<file path="src/rtl/udcnt_seq.sv">
// udcnt_seq: up/down triangle sweep counter between captured limits lo_r and hi_r.
// One triangle then a done pulse (mode 0), or repeated triangles until stop (mode 1).
module udcnt_seq #(
   parameter int N = 4
) (
   input  logic         clk,
   input  logic         rst,
   input  logic         start,
   input  logic         stop,
   input  logic         mode,
   input  logic [N-1:0] lo,
   input  logic [N-1:0] hi,
   output logic [N-1:0] q,
   output logic         ud,
   output logic         busy,
   output logic         done,
   output logic         err,
   output logic [7:0]   laps
);

   typedef enum logic [1:0] {IDLE, UP, DOWN, DONE} state_t;

   localparam logic [N-1:0] ONE = {{(N-1){1'b0}}, 1'b1};

   state_t       state_reg, state_next;
   logic [N-1:0] q_reg, q_next;
   logic [N-1:0] lo_r, lo_next;
   logic [N-1:0] hi_r, hi_next;
   logic         mode_r, mode_next;
   logic [7:0]   laps_reg, laps_next;
   logic         err_reg, err_next;

   // state and datapath registers; reset clears everything at once
   always_ff @(posedge clk or posedge rst) begin
      if (rst) begin
         state_reg <= IDLE;
         q_reg     <= '0;
         lo_r      <= '0;
         hi_r      <= '0;
         mode_r    <= 1'b0;
         laps_reg  <= 8'd0;
         err_reg   <= 1'b0;
      end else begin
         state_reg <= state_next;
         q_reg     <= q_next;
         lo_r      <= lo_next;
         hi_r      <= hi_next;
         mode_r    <= mode_next;
         laps_reg  <= laps_next;
         err_reg   <= err_next;
      end
   end

   // next-state and datapath update; stop outranks the limit turns
   always_comb begin
      state_next = state_reg;
      q_next     = q_reg;
      lo_next    = lo_r;
      hi_next    = hi_r;
      mode_next  = mode_r;
      laps_next  = laps_reg;
      err_next   = 1'b0;
      case (state_reg)
         IDLE: begin
            if (start) begin
               if (lo < hi) begin
                  lo_next    = lo;
                  hi_next    = hi;
                  mode_next  = mode;
                  q_next     = lo;
                  laps_next  = 8'd0;
                  state_next = UP;
               end else begin
                  err_next = 1'b1;
               end
            end
         end
         UP: begin
            if (stop) begin
               state_next = IDLE;
            end else if (q_reg == hi_r) begin
               // turn at the peak without a hold cycle
               q_next     = q_reg - ONE;
               state_next = DOWN;
            end else begin
               q_next = q_reg + ONE;
            end
         end
         DOWN: begin
            if (stop) begin
               state_next = IDLE;
            end else if (q_reg == lo_r) begin
               laps_next = laps_reg + 8'd1;
               if (mode_r) begin
                  q_next     = lo_r + ONE;
                  state_next = UP;
               end else begin
                  state_next = DONE;
               end
            end else begin
               q_next = q_reg - ONE;
            end
         end
         DONE: begin
            state_next = IDLE;
         end
         default: begin
            state_next = IDLE;
         end
      endcase
   end

   assign q    = q_reg;
   assign laps = laps_reg;
   assign err  = err_reg;
   assign ud   = (state_reg == DOWN);
   assign busy = (state_reg == UP) || (state_reg == DOWN);
   assign done = (state_reg == DONE);

endmodule

</file>
<file path="config.mk">
export PLATFORM = sky130hd
export DESIGN_NAME = udcnt_seq
export DESIGN_NICKNAME = d
export VERILOG_FILES = /design/src/rtl/udcnt_seq.sv
export SDC_FILE = /design/constraint.sdc
export NUM_CORES = 1
export LEC_CHECK = 0
export CAP_MARGIN = 10
export CORE_MARGIN = 2
export CORE_UTILIZATION = 50
export DETAILED_ROUTE_END_ITERATION = 10
export PLACE_DENSITY = 0.75
export SYNTH_ARGS = -nofsm -noshare
export SYNTH_HDL_FRONTEND = slang
export SYNTH_SLANG_ARGS = --single-unit
</file>
<file path="constraint.sdc">
create_clock -name clk -period 2.34 [get_ports clk]
set_input_delay 0.468 -clock clk [delete_from_list [all_inputs] [get_ports clk]]
set_output_delay 0.468 -clock clk [all_outputs]
set_load 0.01 [all_outputs]
</file>
### After elaboration in Yosys (flattened, before gate mapping)

Cells that the tools add are included.

| storage, ports and cells | value |
|---|---|
| bits of input ports | 13 |
| output and inout bits | 16 |
| bits in registers | 24 |

| cells by class | value |
|---|---|
| reduce and logical (&&, ||, !) cells | 8 |
| $lt $le $gt $ge | 1 |
| equality and inequality tests | 13 |
| mux-type cells | 24 |
| add/sub/neg operators | 4 |

Operators with widths:

| cell | count |
|---|---|
| $mux W8 | 4 |
| $mux W4 | 7 |
| $pmux W8 S2 | 1 |
| $mux W2 | 7 |
| $pmux W4 S3 | 1 |
| $add A4 B1 Y4 const B | 2 |
| $add A8 B1 Y8 const B | 1 |
| $eq A4 B4 Y1 | 2 |
| $ne A2 B2 Y1 const B | 4 |
| $pmux W2 S4 | 1 |
| $ne A3 B3 Y1 const B | 2 |
| $reduce_and A6 Y1 | 1 |
| $reduce_and A5 Y1 | 1 |
| $eq A2 B2 Y1 const B | 2 |
| $lt A4 B4 Y1 | 1 |
| $reduce_and A4 Y1 | 1 |
| $sub A4 B1 Y4 const B | 1 |
| $mux W1 | 3 |
| $ne A3 B2 Y1 const B | 1 |
| $reduce_and A3 Y1 | 1 |
| $reduce_bool A3 Y1 | 1 |
| $eq A2 B1 Y1 const B | 1 |
| $logic_not A2 Y1 | 1 |
| $ne A2 B1 Y1 const B | 1 |
| other kinds (2) | 2 |

### Logic depth before layout (Yosys ltp)

Gate-level depths: netlist of the first run.

| logic depth | value |
|---|---|
| depth after elaboration | 5 |
| gate-level depth with buffers | 9 |

### Least setup slack after synthesis of the first run

No wires, ideal clock.

| timing | value |
|---|---|
| path type | register -> register |
| from | reg state_reg[0] |
| to | reg laps_reg[7], in the netlist laps[7] |
| stages on the path, launching flop included | 9 |
| slack | 0.274 ns |
| clock period less this slack | 2.066 ns |
| data required time | 2.263 ns |
| arrival | 1.989 ns |
| setup time | 0.077 ns |
| path buffers | 1 |
| path through | dfrtp_1 inv_1 ha_1 buf_4 inv_1 o31ai_4 nand2_2 or4_1 a21oi_1 |

| between the ends | value |
|---|---|
| longest elaborated chain between the ends | 3 |
| elaborated cells between the ends (all ways) | 9 |

RTL lines:

| item | line | RTL |
|---|---|---|
| start: declaration | 25 | `state_t state_reg, state_next;` |
| start signal: assignment | 44 | `state_reg <= state_next;` |
| $eq A2 B2 Y1 (*) | n/a |  |
| via ud | 14 | `output logic ud,` |
| $ne A2 B1 Y1 (no source line) (tied with other cells) | n/a |  |
| $reduce_and A5 Y1 (no source line) | n/a |  |
| end signal: assignment | 49 | `laps_reg <= laps_next;` |
| end: declaration | 30 | `logic [7:0] laps_reg, laps_next;` |

The timed path passes the listed nets; every way through them passes the cells marked *.
A chain may end at the register's enable or synchronous reset.

### Worst setup path in the final report of the first run

| timing | value |
|---|---|
| from | reg state_reg[0] |
| to | out busy |

| between the ends | value |
|---|---|
| longest elaborated chain between the ends | 2 |
| elaborated cells between the ends (all ways) | 3 |

RTL lines:

| item | line | RTL |
|---|---|---|
| $eq A2 B1 Y1 / $eq A2 B2 Y1 (equally long branches) | 117 | `assign busy = (state_reg == UP) \|\| (state_reg == DOWN);` |
| $logic_or A1 B1 Y1 (*) | 117 |  |
| end: declaration | 15 | `output logic busy,` |

Mark *: on every way between the ends. The rest lies on a longest branch, timed or not.

==> results.json, run 1 <==
{
  "syn_inst": 165,
  "cp_slowest_cell": "clkdlybuf4s50_1",
  "worstPathArrival_ps": 1770,
  "synth.top_cells.by_area": "dfrtp_1, ha_1, xnor2_1, mux2_2, a21oi_1",
  "p_clk_share_pct": 12.4,
  "synth_top_cell_by_area": "dfrtp_1",
  "port-buffer-count": 28,
  "drtPass1Iterations": 4,
  "synth_common_cells": "dfrtp_1, nand2_1, nor2_1",
  "crit_path_max_fanout": 5,
  "clock_latency_ps": 330,
  "ys_ff_latch": 24,
  "cts.sinks": 24,
  "synth_area_per_cell_sq_um": 9.85,
  "hp-class": "primary input to async pin",
  "r2r_slack_ps": 240,
  "wl_um": 3640,
  "grt-busiest-layer": "met2",
  "initial_utilization_pct": 52.8,
  "grt_overflow_total": 0,
  "relSlewSlack_pct": 71.9,
  "htree_levels": 1,
  "cts_made_buffers": 3,
  "met2_usage_pct": 39.0,
  "path_buf_inv": 2,
  "dp_hpwl_um": 2910,
  "clockBufferDepth": 2,
  "synthArstFlopShare_pct": 100,
  "largest_reg_flops": 8,
  "ys_warn_count": 0,
  "hold_violations": 0,
  "netSwitchingFraction_pct": 41.3,
  "timing.hold.ws_ps": 472,
  "r2r-start": "q[2]$_DFFE_PP0P_",
  "crit_chain": "inv_1, ha_1, clkdlybuf4s50_1",
  "die_h_um": 61.0,
  "grtUsageMet1_pct": 30.9,
  "cts.clk_slew.worst_paths_ps": 140,
  "die_w_um": 61.0,
  "cpLargestDelayFamily": "buffers and inverters",
  "drtIter0Drc": 68,
  "synth_edf_count": 0,
  "grt_use_met3_pct": 2.10,
  "holdBufCountCts": 0,
  "r2r_end": "laps[7]$_DFFE_PP0P_",
  "maxCapViolations": 0,
  "dr_total_vias": 1355,
  "synthesis.nets": 190,
  "fin_nets": 236,
  "pwr-share-comb_pct": 58.9,
  "skew_ps": 6.13,
  "timing.fmax_ghz": 0.446,
  "worst_pin_slew_ps": 415,
  "globalplace.congestion": 0.902,
  "crit_required_ps": 1870,
  "fin_crit_sh_pct": 95.8,
  "n_antenna_cell": 0,
  "rsz0062_at_grt": "false",
  "synth.distinct_cells": 39,
  "status": "complete, no violations",
  "ys_seq_area_share_pct": 37.0,
  "grt_pass1_vias": 1373,
  "ant_nets": 0,
  "p_leak_nw": 0.941,
  "grt.total_usage_pct": 23.1,
  "yosysMostFrequentCell": "dfrtp_1",
  "grt_first_pass_wirelength_um": 6400,
  "critPathKind": "flop to output port",
  "io_pins": 29,
  "peakVddDrop_mv": 0.689,
  "cp-end-kind": "output port",
  "synth_top_cell_area_share_pct": 37.0,
  "setup_viol": 0,
  "cts_resized": 0,
  "slowest_delay_ps": 560,
  "dieArea_sq_um": 3720,
  "drive_gt1_share_pct": 18.6,
  "crit_path_start_kind": "flop",
  "cts_tree": "built",
  "rr_worst_depth": 6,
  "power_frac_seq_pct": 28.7,
  "finalPower_mw": 2.50,
  "antenna_found_initial": 0,
  "syn_to_final_growth_pct": 29.9,
  "route.detailed.drc": 0,
  "fin_crit_ps": 2240,
  "avgRoutedWirePerCell_um": 14.3,
  "core-area_sq_um": 3080,
  "viasPerCell": 5.33,
  "synth_area_sq_um": 1630,
  "ys.flop_type": "dfrtp_1",
  "switching_power_mw": 1.03,
  "powerDensity_nw_per_um2": 1190,
  "postCtsSetupBuffers": 0,
  "cts-root-buf": "clkbuf_4",
  "slew_violations": 0,
  "grt_max_degree": 25,
  "p_int_mw": 1.47,
  "row_count": 20
}
-- worst register-to-register path, cell delays in order, from the launching register on --
cell and delay [ps]:
dfrtp_1 530, xnor2_2 280, nand4_4 220, o31ai_4 280
nand2_2 80, or4_1 500, a21oi_1 150
-- power groups by stage --
stage          combinational, mW  sequential [mW]  clock (mW)
3_5_place_dp                1.47            0.730           0
5_1_grt                     1.65            0.749       0.324
3_3_place_gp                1.42            0.720           0
2_1_floorplan               1.06            0.687           0
6_report                    1.47            0.720       0.310
4_1_cts                     1.48            0.721       0.310
-- area by class of cell --
cell class              count  area, sq um
well taps                  44         55.1
flip-flops and latches     24          601
repair buffers             46          415
multi-input cells         125          947
clock buffers               3         22.5
clock inverters             1         30.0
fillers                   255          966
inverters                  11         41.3
-- cells in the final DEF (no fill, tap or decap), types with 2 or more instances in the layout --
cell type / synthesis / layout
ha_1: 12 / 12
o211ai_1: 3 / 3
nand2_2: 1 / 2
nand2_1: 13 / 12
xor2_1: 5 / 5
a221oi_1: 2 / 2
nor2_1: 13 / 13
xnor2_1: 11 / 11
inv_1: 11 / 11
nand4_1: 4 / 4
clkbuf_4: 0 / 3
clkdlybuf4s50_1: 0 / 28
o21ai_0: 9 / 9
nor3_1: 3 / 3
a21oi_1: 10 / 10
nand3_1: 4 / 4
mux2i_1: 3 / 3
and3_1: 2 / 2
dfrtp_1: 24 / 24
o31ai_1: 3 / 3
xnor2_2: 3 / 3
mux2_2: 8 / 8
buf_4: 1 / 18
a22o_1: 2 / 2
-- through the flow --
stage	TNS, ps	util [%]	instance area, sq um	setup WS [ps]	cells
final	0	68.6	2110	97.8	254
after CTS	0	68.5	2110	80.4	254
after detailed placement	-2080	66.8	2060	-253	250
after floorplan	0	-	1630	274	165
after global placement	-928	66.8	2060	-175	250
after global routing	0	68.6	2110	5.16	254
-- layer usage --
metal / vias to the layer above / wire [um]
met2: 38 / 1820
met4: 0 / 75
met1: 635 / 1600
met3: 9 / 141
met5: - / 0
li1: 673 / -
-- how the worst max path moves through the flow --
stage          cells after the start                     start                   to  slack (ps)
5_1_grt                            3  state_reg[0]$_DFFE_PP0P_                 busy           5
3_3_place_gp                       9                     hi[3]  laps[7]$_DFFE_PP0P_        -180
3_5_place_dp                       9                     hi[1]  laps[7]$_DFFE_PP0P_        -250
4_1_cts                            3  state_reg[0]$_DFFE_PP0P_                 busy          80
6_report                           3  state_reg[0]$_DFFE_PP0P_                 busy         100
2_1_floorplan                      8  state_reg[0]$_DFFE_PP0P_  laps[7]$_DFFE_PP0P_         270
-- kinds of logic (layout without fill, tap and decap cells) --
group | count (synthesis) | after routing | share of synthesized area [%]
XOR/XNOR | 19 | 19 | 11.6
buffers and inverters | 16 | 61 | 4.93
multiplexers | 11 | 11 | 7.39
AND/OR/NAND/NOR | 50 | 50 | 16.1
flip-flops | 24 | 24 | 37.0
adder cells (fa/ha/maj) | 12 | 12 | 9.24
AO/OA/AOI/OAI | 33 | 33 | 13.8
Note: power is estimated with default switching activity, not from simulation.
==> run 2, diff against run 1 <==
--- a/config.mk
+++ b/config.mk
@@ -8,7 +8,9 @@
 export CAP_MARGIN = 10
 export CORE_MARGIN = 2
 export CORE_UTILIZATION = 50
+export CTS_CLUSTER_DIAMETER = 60
 export DETAILED_ROUTE_END_ITERATION = 10
+export GPL_ROUTABILITY_DRIVEN = 0
 export PLACE_DENSITY = 0.75
 export SYNTH_ARGS = -nofsm -noshare
 export SYNTH_HDL_FRONTEND = slang
==> results of run 2 <==
No change in the layout: final DEF, timing and power equal those of run 1.
==> run 3, diff against run 2 <==
--- a/config.mk
+++ b/config.mk
@@ -8,7 +8,7 @@
 export CAP_MARGIN = 10
 export CORE_MARGIN = 2
 export CORE_UTILIZATION = 50
-export CTS_CLUSTER_DIAMETER = 60
+export CTS_CLUSTER_DIAMETER = 50
 export DETAILED_ROUTE_END_ITERATION = 10
 export GPL_ROUTABILITY_DRIVEN = 0
 export PLACE_DENSITY = 0.75
==> results of run 3 <==
No change in the layout: final DEF, timing and power equal those of run 1.
